`config.mk`:
```
export PLATFORM = sky130hd
export DESIGN_NAME = note_scheduler
export DESIGN_NICKNAME = d
export VERILOG_FILES = /design/src/rtl/note_scheduler_pkg.sv /design/src/rtl/note_scheduler_rom.sv /design/src/rtl/note_scheduler.sv
export SDC_FILE = /design/constraint.sdc
export NUM_CORES = 1
export LEC_CHECK = 0
export ABC_AREA = 1
export CAP_MARGIN = 10
export CORE_MARGIN = 3
export CORE_UTILIZATION = 62
export DETAILED_ROUTE_END_ITERATION = 10
export PLACE_DENSITY = 0.86
export SYNTH_ARGS = -nofsm -noshare
export SYNTH_HDL_FRONTEND = slang
export SYNTH_HIERARCHICAL = 1
export SYNTH_SLANG_ARGS = --single-unit
```
`constraint.sdc`:
```
create_clock -name CLK -period 6.5 [get_ports CLK]
set_input_delay 1.95 -clock CLK [delete_from_list [all_inputs] [get_ports CLK]]
set_output_delay 1.95 -clock CLK [all_outputs]
set_load 0.05 [all_outputs]
```
`src/rtl/note_scheduler_pkg.sv`:
```
// Shared definitions for the rhythm-game note scheduler: FSM encoding,
// default timing, song patterns and small helpers.
package note_scheduler_pkg;

  typedef enum logic [1:0] {
    ST_IDLE = 2'd0,
    ST_LOAD = 2'd1,
    ST_SHOW = 2'd2,
    ST_DONE = 2'd3
  } state_e;

  localparam logic [15:0] DEF_STEP_CYC = 16'd50000;
  localparam logic [15:0] DEF_HIT_WIN  = 16'd25000;
  localparam logic [6:0]  DEF_SONG_LEN = 7'd32;

  // Songs are 8-step phrases repeated up to ROM_STEPS; step 0 sits in the LSB byte.
  localparam logic [5:0]  ROM_STEPS = 6'd32;
  localparam logic [63:0] SONG0_PAT = 64'h2018_0004_8006_0001;
  localparam logic [63:0] SONG1_PAT = 64'h8040_2010_0804_0201;
  localparam logic [63:0] SONG2_PAT = 64'h0081_0042_0024_0018;
  localparam logic [63:0] SONG3_PAT = 64'hC300_3C00_0F00_F000;

  function automatic logic [7:0] sat_inc(input logic [7:0] v);
    return (v == 8'hFF) ? v : v + 8'd1;
  endfunction

  // Lowest set lane wins so chords sound their leftmost note.
  function automatic logic [2:0] lowest_lane(input logic [7:0] m);
    logic [2:0] idx;
    idx = 3'd0;
    for (int i = 7; i >= 0; i--)
      if (m[i]) idx = 3'(i);
    return idx;
  endfunction

endpackage

```
`src/rtl/note_scheduler_rom.sv`:
```
// Song pattern lookup: lane mask for a (song, step) pair; unlisted addresses read 0.
module note_rom
  import note_scheduler_pkg::*;
(
  input  logic [2:0] sel,
  input  logic [5:0] step,
  output logic [7:0] mask
);

  logic [63:0] pat;

  always_comb begin
    case (sel)
      3'd0:    pat = SONG0_PAT;
      3'd1:    pat = SONG1_PAT;
      3'd2:    pat = SONG2_PAT;
      3'd3:    pat = SONG3_PAT;
      default: pat = 64'h0;
    endcase
    mask = (step < ROM_STEPS) ? pat[{step[2:0], 3'b000} +: 8] : 8'h00;
  end

endmodule

```
`src/rtl/note_scheduler.sv`:
```
// Rhythm-game sequencer: steps a song pattern onto the lane LEDs and piezo,
// judges key presses per step, and keeps saturating score and combo counts.
module note_scheduler
  import note_scheduler_pkg::*;
#(
  parameter logic [15:0] STEP_CYC = DEF_STEP_CYC,
  parameter logic [15:0] HIT_WIN  = DEF_HIT_WIN,
  parameter logic [6:0]  SONG_LEN = DEF_SONG_LEN
) (
  input  logic       CLK,
  input  logic       RESETN,
  input  logic       start,
  input  logic       back,
  input  logic [2:0] sel,
  input  logic [7:0] key,
  output logic [7:0] led,
  output logic       tone_req,
  output logic [2:0] tone_sel,
  output logic       hit_pulse,
  output logic       miss_pulse,
  output logic [7:0] score,
  output logic [7:0] combo,
  output logic       busy,
  output logic       done
);

  localparam logic [15:0] CNT_LAST  = STEP_CYC - 16'd1;
  localparam logic [6:0]  STEP_LAST = SONG_LEN - 7'd1;

  state_e      state_q, state_d;
  logic        start_p_q, back_p_q;
  logic [7:0]  key_p_q;
  logic [2:0]  sel_q, sel_d;
  logic [5:0]  step_q, step_d;
  logic [15:0] cnt_q, cnt_d;
  logic [7:0]  pressed_q, pressed_d;
  logic        judged_q, judged_d;
  logic [7:0]  score_q, score_d, combo_q, combo_d;
  logic [7:0]  led_q, led_d;
  logic        tone_req_q, tone_req_d;
  logic [2:0]  tone_sel_q, tone_sel_d;
  logic        hit_q, hit_d, miss_q, miss_d;
  logic        busy_q, busy_d, done_q, done_d;

  logic        start_r, back_r;
  logic [7:0]  key_r, key_in, key_out, rom_mask;
  logic        win_open, step_end, last_step, judgeable, wrong, complete;
  logic        is_hit, is_miss;

  assign start_r = start & ~start_p_q;
  assign back_r  = back & ~back_p_q;
  assign key_r   = key & ~key_p_q;

  // led_q always carries the mask of the step being played while in SHOW.
  assign key_in    = key_r & led_q;
  assign key_out   = key_r & ~led_q;
  assign win_open  = cnt_q < HIT_WIN;
  assign step_end  = cnt_q == CNT_LAST;
  assign last_step = {1'b0, step_q} == STEP_LAST;
  assign judgeable = (state_q == ST_SHOW) && (led_q != 8'h00) && !judged_q && !back_r;
  assign wrong     = win_open && (key_out != 8'h00);
  assign complete  = win_open && ((pressed_q | key_in) == led_q);
  assign is_miss   = judgeable && (wrong || (step_end && !complete));
  assign is_hit    = judgeable && complete && !wrong;

  note_rom u_rom (
    .sel  (sel_d),
    .step (step_d),
    .mask (rom_mask)
  );

  always_comb begin
    state_d   = state_q;
    sel_d     = sel_q;
    step_d    = step_q;
    cnt_d     = cnt_q;
    pressed_d = pressed_q;
    judged_d  = judged_q | is_hit | is_miss;
    score_d   = score_q;
    combo_d   = combo_q;
    hit_d     = is_hit;
    miss_d    = is_miss;

    if (is_hit) begin
      score_d = sat_inc(score_q);
      combo_d = sat_inc(combo_q);
    end else if (is_miss) begin
      combo_d = 8'h00;
    end

    if (back_r) begin
      state_d = ST_IDLE;
    end else begin
      case (state_q)
        ST_IDLE, ST_DONE: begin
          // Clear on entry so LOAD already shows a fresh score.
          if (start_r) begin
            state_d = ST_LOAD;
            score_d = 8'h00;
            combo_d = 8'h00;
          end
        end
        ST_LOAD: begin
          sel_d     = sel;
          score_d   = 8'h00;
          combo_d   = 8'h00;
          step_d    = 6'd0;
          cnt_d     = 16'd0;
          pressed_d = 8'h00;
          judged_d  = 1'b0;
          state_d   = ST_SHOW;
        end
        ST_SHOW: begin
          if (win_open) pressed_d = pressed_q | key_in;
          if (step_end) begin
            cnt_d     = 16'd0;
            pressed_d = 8'h00;
            judged_d  = 1'b0;
            if (last_step) state_d = ST_DONE;
            else           step_d  = step_q + 6'd1;
          end else begin
            cnt_d = cnt_q + 16'd1;
          end
        end
        default: state_d = ST_IDLE;
      endcase
    end
  end

  // Outputs are registered from next-state values so they line up with the state.
  always_comb begin
    led_d      = (state_d == ST_SHOW) ? rom_mask : 8'h00;
    tone_req_d = (state_d == ST_SHOW) && (cnt_d < HIT_WIN) && (led_d != 8'h00);
    tone_sel_d = lowest_lane(led_d);
    busy_d     = (state_d == ST_LOAD) || (state_d == ST_SHOW);
    done_d     = state_d == ST_DONE;
  end

  always_ff @(posedge CLK or negedge RESETN) begin
    if (!RESETN) begin
      state_q    <= ST_IDLE;
      start_p_q  <= 1'b0;
      back_p_q   <= 1'b0;
      key_p_q    <= 8'h00;
      sel_q      <= 3'd0;
      step_q     <= 6'd0;
      cnt_q      <= 16'd0;
      pressed_q  <= 8'h00;
      judged_q   <= 1'b0;
      score_q    <= 8'h00;
      combo_q    <= 8'h00;
      led_q      <= 8'h00;
      tone_req_q <= 1'b0;
      tone_sel_q <= 3'd0;
      hit_q      <= 1'b0;
      miss_q     <= 1'b0;
      busy_q     <= 1'b0;
      done_q     <= 1'b0;
    end else begin
      state_q    <= state_d;
      start_p_q  <= start;
      back_p_q   <= back;
      key_p_q    <= key;
      sel_q      <= sel_d;
      step_q     <= step_d;
      cnt_q      <= cnt_d;
      pressed_q  <= pressed_d;
      judged_q   <= judged_d;
      score_q    <= score_d;
      combo_q    <= combo_d;
      led_q      <= led_d;
      tone_req_q <= tone_req_d;
      tone_sel_q <= tone_sel_d;
      hit_q      <= hit_d;
      miss_q     <= miss_d;
      busy_q     <= busy_d;
      done_q     <= done_d;
    end
  end

  assign led        = led_q;
  assign tone_req   = tone_req_q;
  assign tone_sel   = tone_sel_q;
  assign hit_pulse  = hit_q;
  assign miss_pulse = miss_q;
  assign score      = score_q;
  assign combo      = combo_q;
  assign busy       = busy_q;
  assign done       = done_q;

endmodule

```
Yosys cells after proc, flatten, opt, wreduce, memory -nomap -nowiden
Index checks and enable logic that the tools add are counted.
{ "word_totals": {"ff_bits": 78, "elab_cells": 121} }
{ "op_classes": {"n_reduce_logical": 25, "eq_ne": 15, "bitwise": 13, "order_cmp": 3, "n_shift": 1, "addsub": 4, "n_mux": 42} }
{ "op_table": {"columns": ["operator", "n"], "rows": [
  ["64-bit case mux with 4 select lines", 1],
  ["8-bit 2-to-1 mux", 13],
  ["64-bit by 7-bit indexed part select with 8-bit output", 1],
  ["8-bit case mux with 2 select lines", 3],
  ["16-bit by 15-bit less-than comparator with 1-bit output, second input constant", 2],
  ["16-bit 2-to-1 mux", 2],
  ["16-bit case mux with 2 select lines", 1],
  ["3-bit 2-to-1 mux", 10],
  ["8-bit bitwise AND", 3],
  ["8-bit nonzero test", 3],
  ["6-bit 2-to-1 mux", 3],
  ["16-bit by 1-bit adder with 16-bit output, second input constant", 1],
  ["8-bit by 1-bit adder with 8-bit output, second input constant", 2],
  ["16-bit equality test, second input constant", 1],
  ["8-bit equality test, second input constant", 2],
  ["8-bit inverter", 2],
  ["6-bit case mux with 2 select lines", 1],
  ["1-bit logical AND", 11],
  ["2-bit equality test, second input constant", 4],
  ["8-bit equality test", 1],
  ["2-bit 2-to-1 mux", 4],
  ["8-bit bitwise OR", 1],
  ["6-bit by 1-bit adder with 6-bit output, second input constant", 1],
  ["3-bit by 2-bit equality test with 1-bit output, second input constant", 2],
  ["18 further kinds", 28]
]} }

Logic depth before layout (Yosys ltp)
Gate-level depths: netlist (run 1).
{ "logic_depth": {"depth_word": 16, "depth_mapped": 21, "mapped_depth_nobuf": 21} }

Hierarchy
The synthesis (run 1) kept the hierarchy.
{ "by_module_without_submodules": {"columns": ["mod", "n_inst", "cells_each", "seq_area_each_um2", "area_each_um2"], "rows": [
  ["note_scheduler", 1, 583, 1951.9, 4394.2],
  ["note_rom", 1, 73, 0.0, 331.6]
]} }

Worst setup path before layout (run 1)
OpenSTA, ideal clock, no wires.
{ "synth_timing": {"kind": "input -> register", "startpoint": "input port back", "endpoint": "register tone_req_q, in the netlist tone_req", "setup_slack_ns": 2.402, "path_stages": 18, "required_ns": 6.379, "arrival_ns": 3.977, "cell_sequence": "inv_1 > nor2_1 > nor2_2 > nand3_1 > nor2_1 > xnor2_1 > nor2_1 > inv_2 > nand3_1 > nand2_1 > a21oi_1 > nor2_1 > nand2_1 > nand2_1 > nor3_1 > nand3_1 > nand2_1 > a21oi_1"} }
{ "synth_via": {"elab_cells_between_ends": 19, "classes_between": "order compare (2); eq/ne (4); shift (1); mux (7); bitwise (1); reduce/logical (4)"} }
{ "synth_rtl": {"columns": ["element", "line", "source"], "rows": [
  ["from (decl)", "note_scheduler.sv:13", "input logic back,"],
  ["1-bit bitwise AND (*)", "note_scheduler.sv:51", "assign back_r = back & ~back_p_q;"],
  ["6-bit 2-to-1 mux (*)", "note_scheduler.sv:91", "if (back_r) begin"],
  ["net step_d[0]", "note_scheduler.sv:34", "logic [5:0] step_q, step_d;"],
  ["64-bit by 7-bit indexed part select with 8-bit output or 6-bit less-than comparator (tied branches)", "note_scheduler_rom.sv:20", "mask = (step < ROM_STEPS) ? pat[{step[2:0], 3'b000} +: 8] : 8'h00;"],
  ["8-bit 2-to-1 mux (*)", "note_scheduler_rom.sv:20", null],
  ["net rom_mask[4]", "note_scheduler.sv:46", "logic [7:0] key_r, key_in, key_out, rom_mask;"],
  ["8-bit 2-to-1 mux (*)", "note_scheduler.sv:132", "led_d = (state_d == ST_SHOW) ? rom_mask : 8'h00;"],
  ["8-bit nonzero test (*)", "note_scheduler.sv:133", "tone_req_d = (state_d == ST_SHOW) && (cnt_d < HIT_WIN) && (led_d != 8'h00);"],
  ["1-bit logical AND (*)", "note_scheduler.sv:133", null],
  ["net tone_req_d", "note_scheduler.sv:40", "logic tone_req_q, tone_req_d;"],
  ["to (signal assigned)", "note_scheduler.sv:172", "tone_req_q <= tone_req_d;"],
  ["to (decl)", "note_scheduler.sv:40", null]
]} }
Mark *: on every way through the listed nets, which the timed path passes. The rest lies on a longest branch.
A chain may end at the register's enable or synchronous reset.

Worst setup path in the final report (run 1)
{ "layout_timing": {"startpoint": "input port back", "endpoint": "register tone_req_q, in the netlist tone_req"} }
{ "layout_via": {"elab_cells_between_ends": 19, "classes_between": "order compare (2); eq/ne (4); shift (1); mux (7); bitwise (1); reduce/logical (4)"} }
{ "layout_rtl": {"columns": ["element", "line", "source"], "rows": [
  ["1-bit bitwise AND (*)", "note_scheduler.sv:51", null],
  ["6-bit 2-to-1 mux (*)", "note_scheduler.sv:91", null],
  ["net step_d[1]", "note_scheduler.sv:34", null],
  ["64-bit by 7-bit indexed part select with 8-bit output or 6-bit less-than comparator (tied branches)", "note_scheduler_rom.sv:20", null],
  ["8-bit 2-to-1 mux (*)", "note_scheduler_rom.sv:20", null],
  ["net rom_mask[6]", "note_scheduler.sv:46", null],
  ["8-bit 2-to-1 mux (*)", "note_scheduler.sv:132", null],
  ["net led_d[6]", "note_scheduler.sv:39", "logic [7:0] led_q, led_d;"],
  ["8-bit nonzero test (*)", "note_scheduler.sv:133", null],
  ["1-bit logical AND (*)", "note_scheduler.sv:133", null],
  ["net tone_req_d", "note_scheduler.sv:40", null]
]} }
Marks and branches as above.

==> flow_metrics.env, run 1 <==
export IMPL_regArea_sq_um=1952
export IMPL_synth_edff_count=0
export IMPL_status="completed"
export IMPL_p_comb_share_pct=43.9
export IMPL_worstSetupPathType="primary input to flip-flop"
export IMPL_synth_ff_type="dfrtp_1"
export IMPL_cts_root_buf="clkbuf_8"
export IMPL_finalHoldViolations=0
export IMPL_max_freq_mhz=189.5
export IMPL_synth_fp_nets=679
export IMPL_io_pins=47
export IMPL_numCtsBuffers=9
export IMPL_arrival_ns=5.52
export IMPL_synth_top_family_by_area="simple AND/OR/NAND/NOR gates"
export IMPL_dieArea_sq_um=8706
export IMPL_nets=730
export IMPL_worstSetupEndpointType="flip-flop"
export IMPL_start_util_pct=64.46
export IMPL_routed_via_density=5.469
export IMPL_synth_fa_ha_area_share_pct=2.118
export IMPL_fin_setup_tns_ns=0
export IMPL_gp_congestion=0.9090
export IMPL_slew_viol_final=0
export IMPL_synth_seq_area_share_pct=41.30
export IMPL_synthToLayoutAreaGrowth_pct=15.94
export IMPL_power_switching_mw=0.7691
export IMPL_worst_pin_slew_ns=0.9620
export IMPL_cts_buffer_depth=2
export IMPL_grt_max_degree=79
export IMPL_swShare_pct=44.66
export IMPL_dp_hpwl_mm=8.469
export IMPL_start_kind="primary input"
export IMPL_synth_top_cell_by_area="dfrtp_1"
export IMPL_synthMuxAreaShare_pct=0.7149
export IMPL_post_drt_wl_per_cell_um=13.88
export IMPL_critPathRequiredTime_ns=6.74
export IMPL_avgSynthCellArea_sq_um=7.204
export IMPL_clock_sinks=78
export IMPL_cts_resized=0
export IMPL_ctsHoldBuffers=0
export IMPL_maxSlewHeadroom_pct=35.87
export IMPL_maxCapViolCount=0
export IMPL_pwr_share_clk_pct=22.2
export IMPL_synth_compound_area_share_pct=10.62
export IMPL_ant_nets=0
export IMPL_synthSimpleGateAreaFrac_pct=34.39
export IMPL_p_int_mw=0.9530
export IMPL_grt_overflow_total=0
export IMPL_synthArstFlopShare_pct=100.0
export IMPL_synth_common_cells="nand2_1, inv_1, nor2_1"
export IMPL_p_leak_nw=2.772
export IMPL_synthTopCellsByArea="dfrtp_1, nand2_1, inv_1"
export IMPL_post_cts_buffers=0
export IMPL_multiInputGateArea_sq_um=2313
export IMPL_die_w_um=93.31
export IMPL_design_core_area_sq_um=7331
export IMPL_fill_cells=560
export IMPL_hp_class="flip-flop to flip-flop"
export IMPL_cts_tree="yes"
export IMPL_h_tree_depth=3
export IMPL_grt_first_pass_wirelength_mm=18.95
export IMPL_dp_cells=795
export IMPL_grt_pass1_vias=4173
export IMPL_ir_worst_vdd_v=0.0002377
export IMPL_stdcell_count=811
export IMPL_die_h_um=93.31
export IMPL_rsz0062_at_grt="no"
export IMPL_period_minus_slack_ns=5.278
export IMPL_netlist_instances=656
export IMPL_synthXorXnorAreaFrac_pct=1.112
export IMPL_finalSetupViolations=0
export IMPL_layout_drive_gt1_share_pct=9.129
export IMPL_drt_pass1_iterations=5
export IMPL_port_buffers=46
export IMPL_yosysWarnings=6
export IMPL_crit_fanout=15
export IMPL_finalWirelength_mm=11.25
export IMPL_synth_seq_cells=78
export IMPL_clock_skew_ns=0.007355
export IMPL_syn_area_sq_um=4726
export IMPL_first_iter_violations=300
export IMPL_num_antenna_cells=0
export IMPL_insertion_delay_ns=0.36
export IMPL_drc=0
export IMPL_yosysTopAreaCellShare_pct=41.30
export IMPL_period_share_pct=81.20
export IMPL_yosysUniqueCellTypes=42
export IMPL_track_usage_pct=27.10
export IMPL_rows=31
export IMPL_clk_pin_slew_ns=0.08
export IMPL_antenna_found_initial=0
export IMPL_seq_power_share_pct=33.9
export IMPL_synth_most_common_cell="nand2_1"
export IMPL_power_density_nw_per_um2=314.3
export IMPL_num_vias=4435
final cells by class:
class                      count  share of cell area [%]
sequential                    78                   35.62
tap                           99                   2.261
timing repair buffer          46                   8.358
inverter                     113                   7.742
clock inverter                 6                   1.279
clock buffer                  10                   2.512
multi-input combinational    459                   42.22
cells in the final DEF, fill, tap and decap left out, drive strengths merged, types with 2 or more instances in the layout:
master           n
a21oi           25
ha               8
nand3b           2
o21ai           47
nand2          164
xor2             5
mux2             3
clkdlybuf4s50   45
clkbuf          10
dfrtp           78
inv            113
clkinvlp         3
a31o             3
nand4           17
clkinv           2
nor2            97
o31ai            3
nand3           61
o21bai           2
nor3            13
metrics by stage:
| step | util [%] | hold slack, ns | total power [mW] | area (sq um) | worst slack, ns |
|---|---|---|---|---|---|
| 2_1_floorplan | - | 0.4897 | 1.144 | 4726 | 2.402 |
| 3_3_place_gp | 71.91 | 0.4937 | 1.323 | 5271 | 1.110 |
| 3_5_place_dp | 71.91 | 0.5175 | 1.341 | 5271 | 0.9367 |
| 4_1_cts | 74.74 | 0.5291 | 1.725 | 5479 | 1.289 |
| 5_1_grt | 74.74 | 0.5431 | 1.829 | 5479 | 0.8789 |
| 6_report | 74.74 | 0.5272 | 1.722 | 5479 | 1.222 |
cell families after synthesis:
family / after synthesis
simple gates: 357
buf+inv: 119
compound gates: 85
flops: 78
fa+ha+maj: 8
xor+xnor: 6
mux: 3
critical path: stages:
cell	delay (ns)
clkdlybuf4s50_1	0.44
inv_1	0.07
nor2_1	0.06
nor2_2	0.47
nand3_1	0.29
nor2_1	0.29
o21ai_0	0.11
nor2_1	0.56
inv_2	0.19
nand4_1	0.19
nand2_1	0.06
a21oi_1	0.14
nor2_1	0.05
nand2_1	0.08
inv_1	0.07
nor3_1	0.26
nand3_1	0.12
nand2_1	0.09
a21oi_1	0.04
per-layer routing:
metal	vias up	part of all wire, %	GRT usage, %
met1	2061	42	35.40
met3	17	5.8	3.620
met4	0	1.4	7.937
met5	-	0	0
met2	158	51	46.93
li1	2199	-	-
registers in the layout, summed over array words and instances, names as in the netlist, 2 cells and up:
| signal | count |
|---|---|
| step_q | 6 |
| pressed_q | 8 |
| sel_q | 3 |
| led | 8 |
| tone_sel | 3 |
| key_p_q | 8 |
| combo | 8 |
| state_q | 2 |
| cnt_q | 16 |
| score | 8 |
power groups by stage:
stage	Sequential, mW	Combinational [mW]	Clock (mW)
floorplan	0.686	0.458	0
global placement	0.592	0.731	0
detailed placement	0.594	0.747	0
CTS	0.585	0.752	0.389
global route	0.592	0.830	0.407
finish	0.584	0.756	0.382
worst paths after layout:
| path | start | endpoint | slack (ns) | cells past startpoint |
|---|---|---|---|---|
| worst max-delay path | back | tone_req | 1.22 | 19 |
| worst min-delay path | score[0] | score[0] | 0.53 | 1 |
| worst max register to register | state_q[0] | tone_req | 2.57 | 18 |
| worst min register to register | score[0] | score[0] | 0.53 | 1 |
| max in group asynchronous | RESETN | cnt_q[8] | 4.15 | 1 |
| min in group asynchronous | RESETN | key_p_q[5] | 1.74 | 1 |
(Power assumes the default switching activity.)
==> run 2: changes to the inputs <==
- CORE_UTILIZATION: 62 -> 58
- PLACE_DENSITY: 0.86 -> 0.81
- clock period: 6.5 -> 5.3 ns (I/O delays scaled with it)
==> run 2 against run 1 <==
Effect of this change:
- sequential share of layout area grew 0.20 points
- combinational power grew 23%
- total power grew 19%
- critical path type unchanged
- largest cell class unchanged
==> flow_metrics.env, run 2 (same netlist as run 1, synthesis figures left out) <==
export IMPL_grt_first_pass_wirelength_mm=18.92
export IMPL_period_minus_slack_ns=4.605
export IMPL_power_density_nw_per_um2=375.3
export IMPL_dieArea_sq_um=9267
export IMPL_arrival_ns=4.85
export IMPL_largest_reg_flops=16
export IMPL_critical_path_depth=19
export IMPL_clk_pin_slew_ns=0.08
export IMPL_layout_drive_gt1_share_pct=8.848
export IMPL_post_drt_wl_per_cell_um=13.84
export IMPL_cp_endpoint="tone_req"
export IMPL_clock_sinks=78
export IMPL_status="completed"
export IMPL_dpl_cell_area_sq_um=5283
export IMPL_fin_setup_tns_ns=0
export IMPL_ir_worst_vdd_v=0.0002786
export IMPL_p_leak_nw=2.764
export IMPL_cts_buffer_depth=2
export IMPL_power_mw=2.045
export IMPL_rr_endpoint="tone_req"
export IMPL_maxSlewHeadroom_pct=35.78
export IMPL_crit_top_cell="nor2_1"
export IMPL_wl_met2_mm=5.582
export IMPL_gp_congestion=0.9217
export IMPL_die_w_um=96.27
export IMPL_rows=32
export IMPL_num_antenna_cells=0
export IMPL_rr_worst_depth=18
export IMPL_worstSetupEndpointType="flip-flop"
export IMPL_drt_pass1_iterations=5
export IMPL_finalHoldViolations=0
export IMPL_start_util_pct=60.53
export IMPL_fin_ws_ns=0.6954
export IMPL_r2r_start="state_q[0]"
export IMPL_routed_via_density=5.385
export IMPL_dp_hpwl_mm=8.508
export IMPL_max_freq_mhz=217.2
export IMPL_post_cts_buffers=0
export IMPL_hold_worst_slack_ns=0.5401
export IMPL_grt_overflow_total=0
export IMPL_first_iter_violations=234
export IMPL_start_kind="primary input"
export IMPL_finalSetupViolations=0
export IMPL_synthToLayoutAreaGrowth_pct=15.30
export IMPL_slew_viol_final=0
export IMPL_regMostFlops="cnt_q"
export IMPL_track_usage_pct=26.13
export IMPL_drc=0
export IMPL_critPathLaunch="back"
export IMPL_worstPathCellList="clkdlybuf4s50_1 -> inv_1 -> nor2_1 -> nor2_2 -> nand3_1 -> nor2_1 -> xnor2_1 -> nor2_1 -> inv_2 -> nand4_1 -> nand2_1 -> a21oi_1 -> nor2_1 -> nand2_1 -> inv_1 -> nor3_1 -> nand3_1 -> nand2_1 -> a21oi_1"
export IMPL_ant_nets=0
export IMPL_cts_tree="yes"
export IMPL_r2r_slack_ns=1.68
export IMPL_grt_pass1_vias=4284
export IMPL_numCtsBuffers=9
export IMPL_ctsHoldBuffers=0
export IMPL_stdcell_count=814
export IMPL_top_layer="met4"
export IMPL_port_buffers=46
export IMPL_dp_slack_ns=0.3864
export IMPL_crit_fanout=15
export IMPL_worstSetupPathType="primary input to flip-flop"
export IMPL_io_pins=47
export IMPL_layout_commonest_cell="nand2_1"
export IMPL_die_h_um=96.27
export IMPL_maxCapViolCount=0
export IMPL_crit_slowest_cell="nor2_2"
export IMPL_rsz0062_at_grt="no"
export IMPL_dp_cells=799
export IMPL_critPathTopFamily="simple AND/OR/NAND/NOR gates"
export IMPL_routed_wl_met3_um=601
export IMPL_critPathRequiredTime_ns=5.54
export IMPL_routedLengthMet1_mm=4.847
export IMPL_critPathMaxStageDelay_ns=0.46
export IMPL_final_util_pct=69.79
export IMPL_hp_class="flip-flop to flip-flop"
export IMPL_design_area_sq_um=5449
export IMPL_grt_max_degree=79
export IMPL_crit_buf_inv=4
export IMPL_finalWirelength_mm=11.27
export IMPL_cts_root_buf="clkbuf_8"
export IMPL_antenna_found_initial=0
export IMPL_period_share_pct=86.88
export IMPL_worst_pin_slew_ns=0.9633
export IMPL_num_vias=4383
export IMPL_insertion_delay_ns=0.35
export IMPL_layout_common_cells="nand2_1, inv_1, nor2_1, dfrtp_1, nand3_1"
export IMPL_design_core_area_sq_um=7807
export IMPL_cts_resized=0
export IMPL_clock_skew_ns=0.01132
export IMPL_nets=731
export IMPL_h_tree_depth=3
## run 2: changes by cell type in the layout (fill, tap and decap cells not counted), sizes merged
cell and delta:
clkinvlp -2, buf +1, bufinv -1, clkbuf +2
clkinv +1, inv -1
## run 2: layout make-up
cell class	instances	area (sq um)
fill	675	2359
multi-input combinational	459	2313
sequential	78	1952
timing repair buffer	47	465.4
inverter	113	424.2
clock buffer	12	145.1
tap	102	127.6
clock inverter	3	21.27
## run 2: how the worst min path moves through the flow
stage | end | start | slack (ns) | cells after the start
floorplan | cnt_q[1] | cnt_q[1] | 0.49 | 1
global placement | score[0] | score[0] | 0.50 | 1
detailed placement | score[0] | score[0] | 0.53 | 1
CTS | score[0] | score[0] | 0.54 | 1
global route | score[0] | score[0] | 0.55 | 1
finish | score[0] | score[0] | 0.54 | 1
## run 2: power by group
group	leakage [nW]	switching, mW	total (mW)	internal [mW]
Clock	0.0824	0.218	0.399	0.181
Sequential	1.05	0.0462	0.718	0.672
Combinational	1.64	0.663	0.928	0.265
## run 2: routing by layer
layer	global-route usage (%)	up-vias
met5	0	-
met4	9.005	0
met3	3.753	23
met2	45.43	140
met1	33.05	2030
li1	-	2190
==> run 3: changes to the inputs <==
- CORE_UTILIZATION: 58 -> 57
- PLACE_DENSITY: 0.81 -> 0.8
- SYNTH_HIERARCHICAL: 1 -> not set
==> run 3 against run 2 <==
Effect of this change:
- sequential share of layout area is 1.2 points higher
- sequential power is 0.8% lower
- final area is 3.3% lower
- total power is 0.56% lower
- non-clock buffer count stayed put
- global-route usage is 0.87 points lower
- clock skew is 0.00068 ns lower
- synthesized area is 4.2% lower
- largest power group unchanged
- highest routed layer unchanged
==> flow_metrics.env, run 3 <==
export IMPL_max_freq_mhz=250.3
export IMPL_dpl_cell_area_sq_um=5071
export IMPL_synth_compound_area_share_pct=13.46
export IMPL_die_w_um=95.11
export IMPL_nets=659
export IMPL_hp_class="flip-flop to flip-flop"
export IMPL_power_switching_mw=0.8963
export IMPL_synth_seq_cells=78
export IMPL_num_vias=4118
export IMPL_synth_ff_type="dfrtp_1"
export IMPL_synthTopCellsByArea="dfrtp_1, nand2_1, inv_1"
export IMPL_swShare_pct=44.07
export IMPL_dp_slack_ns=0.9506
export IMPL_synth_top_family_by_area="simple AND/OR/NAND/NOR gates"
export IMPL_grt_overflow_total=0
export IMPL_arrival_ns=4.23
export IMPL_cts_tree="yes"
export IMPL_critPathLaunch="back"
export IMPL_yosysWarnings=0
export IMPL_rr_worst_depth=14
export IMPL_synthXorXnorAreaFrac_pct=2.129
export IMPL_first_iter_violations=306
export IMPL_numCtsBuffers=9
export IMPL_crit_fanout=12
export IMPL_antenna_found_initial=0
export IMPL_largest_reg_flops=16
export IMPL_synthSimpleGateAreaFrac_pct=29.14
export IMPL_rsz0062_at_grt="no"
export IMPL_cts_root_buf="clkbuf_8"
export IMPL_clock_sinks=78
export IMPL_synth_common_cells="nand2_1, inv_1, dfrtp_1"
export IMPL_p_comb_share_pct=42.9
export IMPL_clock_skew_ns=0.01064
export IMPL_port_buffers=46
export IMPL_maxSlewHeadroom_pct=35.17
export IMPL_synthMuxAreaShare_pct=0
export IMPL_regMostFlops="cnt_q"
export IMPL_p_int_mw=1.137
export IMPL_slew_viol_final=0
export IMPL_h_tree_depth=3
export IMPL_cts_resized=0
export IMPL_num_antenna_cells=0
export IMPL_ctsHoldBuffers=0
export IMPL_cts_buffer_depth=2
export IMPL_p_leak_nw=2.498
export IMPL_layout_commonest_cell="nand2_1"
export IMPL_design_core_area_sq_um=7486
export IMPL_power_density_nw_per_um2=385.9
export IMPL_syn_area_sq_um=4526
export IMPL_ant_nets=0
export IMPL_post_drt_wl_per_cell_um=14.63
export IMPL_layout_drive_gt1_share_pct=11.39
export IMPL_synth_fp_nets=607
export IMPL_rr_endpoint="tone_req"
export IMPL_rows=31
export IMPL_drt_pass1_iterations=5
export IMPL_synthToLayoutAreaGrowth_pct=16.45
export IMPL_grt_first_pass_wirelength_mm=17.96
export IMPL_die_h_um=95.11
export IMPL_fin_ws_ns=1.305
export IMPL_r2r_start="state_q[0]"
export IMPL_post_cts_buffers=0
export IMPL_start_util_pct=60.45
export IMPL_synth_edff_count=0
export IMPL_worst_pin_slew_ns=0.9724
export IMPL_maxCapViolCount=0
export IMPL_layout_common_cells="nand2_1, inv_1, dfrtp_1, nor2_1, nand3_1"
export IMPL_design_area_sq_um=5270
export IMPL_yosysTopAreaCellShare_pct=43.13
export IMPL_io_pins=47
export IMPL_gp_congestion=0.9728
export IMPL_period_minus_slack_ns=3.995
export IMPL_track_usage_pct=25.26
export IMPL_yosysUniqueCellTypes=45
export IMPL_synthArstFlopShare_pct=100.0
export IMPL_synth_top_cell_by_area="dfrtp_1"
export IMPL_period_share_pct=75.37
export IMPL_drc=0
export IMPL_grt_max_degree=79
export IMPL_r2r_slack_ns=2.31
export IMPL_avgSynthCellArea_sq_um=7.749
export IMPL_synth_seq_area_share_pct=43.13
export IMPL_netlist_instances=584
export IMPL_finalWirelength_mm=10.83
export IMPL_worstSetupPathType="primary input to flip-flop"
export IMPL_start_kind="primary input"
export IMPL_worstSetupEndpointType="flip-flop"
export IMPL_final_util_pct=70.40
export IMPL_status="completed"
export IMPL_synth_fa_ha_area_share_pct=2.212
export IMPL_ir_worst_vdd_v=0.0003483
export IMPL_fin_setup_tns_ns=0
export IMPL_routed_via_density=5.565
export IMPL_cp_endpoint="tone_req"
export IMPL_seq_power_share_pct=35.0
export IMPL_grt_pass1_vias=3936
export IMPL_pwr_share_clk_pct=22.1
export IMPL_dp_hpwl_mm=8.007
export IMPL_insertion_delay_ns=0.35
export IMPL_finalSetupViolations=0
export IMPL_clk_pin_slew_ns=0.08
export IMPL_power_mw=2.034
export IMPL_critPathRequiredTime_ns=5.53
export IMPL_finalHoldViolations=0
export IMPL_synth_most_common_cell="nand2_1"
export IMPL_dieArea_sq_um=9045
==> run 3: how the worst min path moves through the flow <==
stage	from	to	slack (ns)	depth (start not counted)
5_1_grt	sel_q[0]	sel_q[0]	0.57	2
3_5_place_dp	judged_q	judged_q	0.51	2
6_report	sel_q[0]	sel_q[0]	0.54	2
3_3_place_gp	cnt_q[1]	cnt_q[1]	0.50	2
4_1_cts	sel_q[0]	sel_q[0]	0.54	2
2_1_floorplan	judged_q	judged_q	0.46	2
==> run 3: final cells by class <==
class                           instances  area (sq um)
Sequential cell                        78          1952
Tap cell                               99         123.9
Multi-Input combinational cell        392          2125
Clock buffer                            9         123.9
Inverter                              108         405.4
Timing Repair Buffer                   47         465.4
Clock inverter                          7         75.07
Fill cell                             594          2216
==> run 3: power groups by stage <==
stage | clock network, mW | registers (mW) | logic (mW)
after detailed placement | 0 | 0.723 | 0.862
after CTS | 0.457 | 0.712 | 0.868
after global routing | 0.482 | 0.721 | 0.965
final | 0.449 | 0.712 | 0.873
after global placement | 0 | 0.721 | 0.841
after floorplan | 0 | 0.835 | 0.511
==> run 3: metrics by stage <==
| stage | hold WS (ns) | std cells |
|---|---|---|
| final | 0.5355 | 740 |
| after global routing | 0.5679 | 740 |
| after CTS | 0.5383 | 740 |
| after detailed placement | 0.5117 | 724 |
| after global placement | 0.5011 | 724 |
| after floorplan | 0.4573 | 584 |
==> run 3: kinds of logic after synthesis <==
kind of cell	count (synthesis)
flip-flops	78
AO/OA/AOI/OAI	102
AND/OR/NAND/NOR	271
adder cells (fa/ha/maj)	8
buffers and inverters	114
XOR/XNOR	11
==> run 3: worst max-delay path: stages <==
cell and delay (ns):
clkdlybuf4s50_1 0.44, inv_1 0.11, nor2_4 0.05, nor2_2 0.47, nand4_2 0.24, nand2_1 0.10
nand2_1 0.23, inv_2 0.25, nand2_1 0.10, a21oi_1 0.15, a21oi_1 0.06, nand2_2 0.11
nand2_1 0.10, nor2_1 0.15, a21oi_2 0.07
==> run 3: per-layer routing <==
layer	vias up	wire length [um]	global-route usage, %
met3	26	672	6.156
met5	-	0	0
met1	1933	4658	32.92
met4	0	253	9.135
met2	164	5245	40.93
li1	1995	-	-
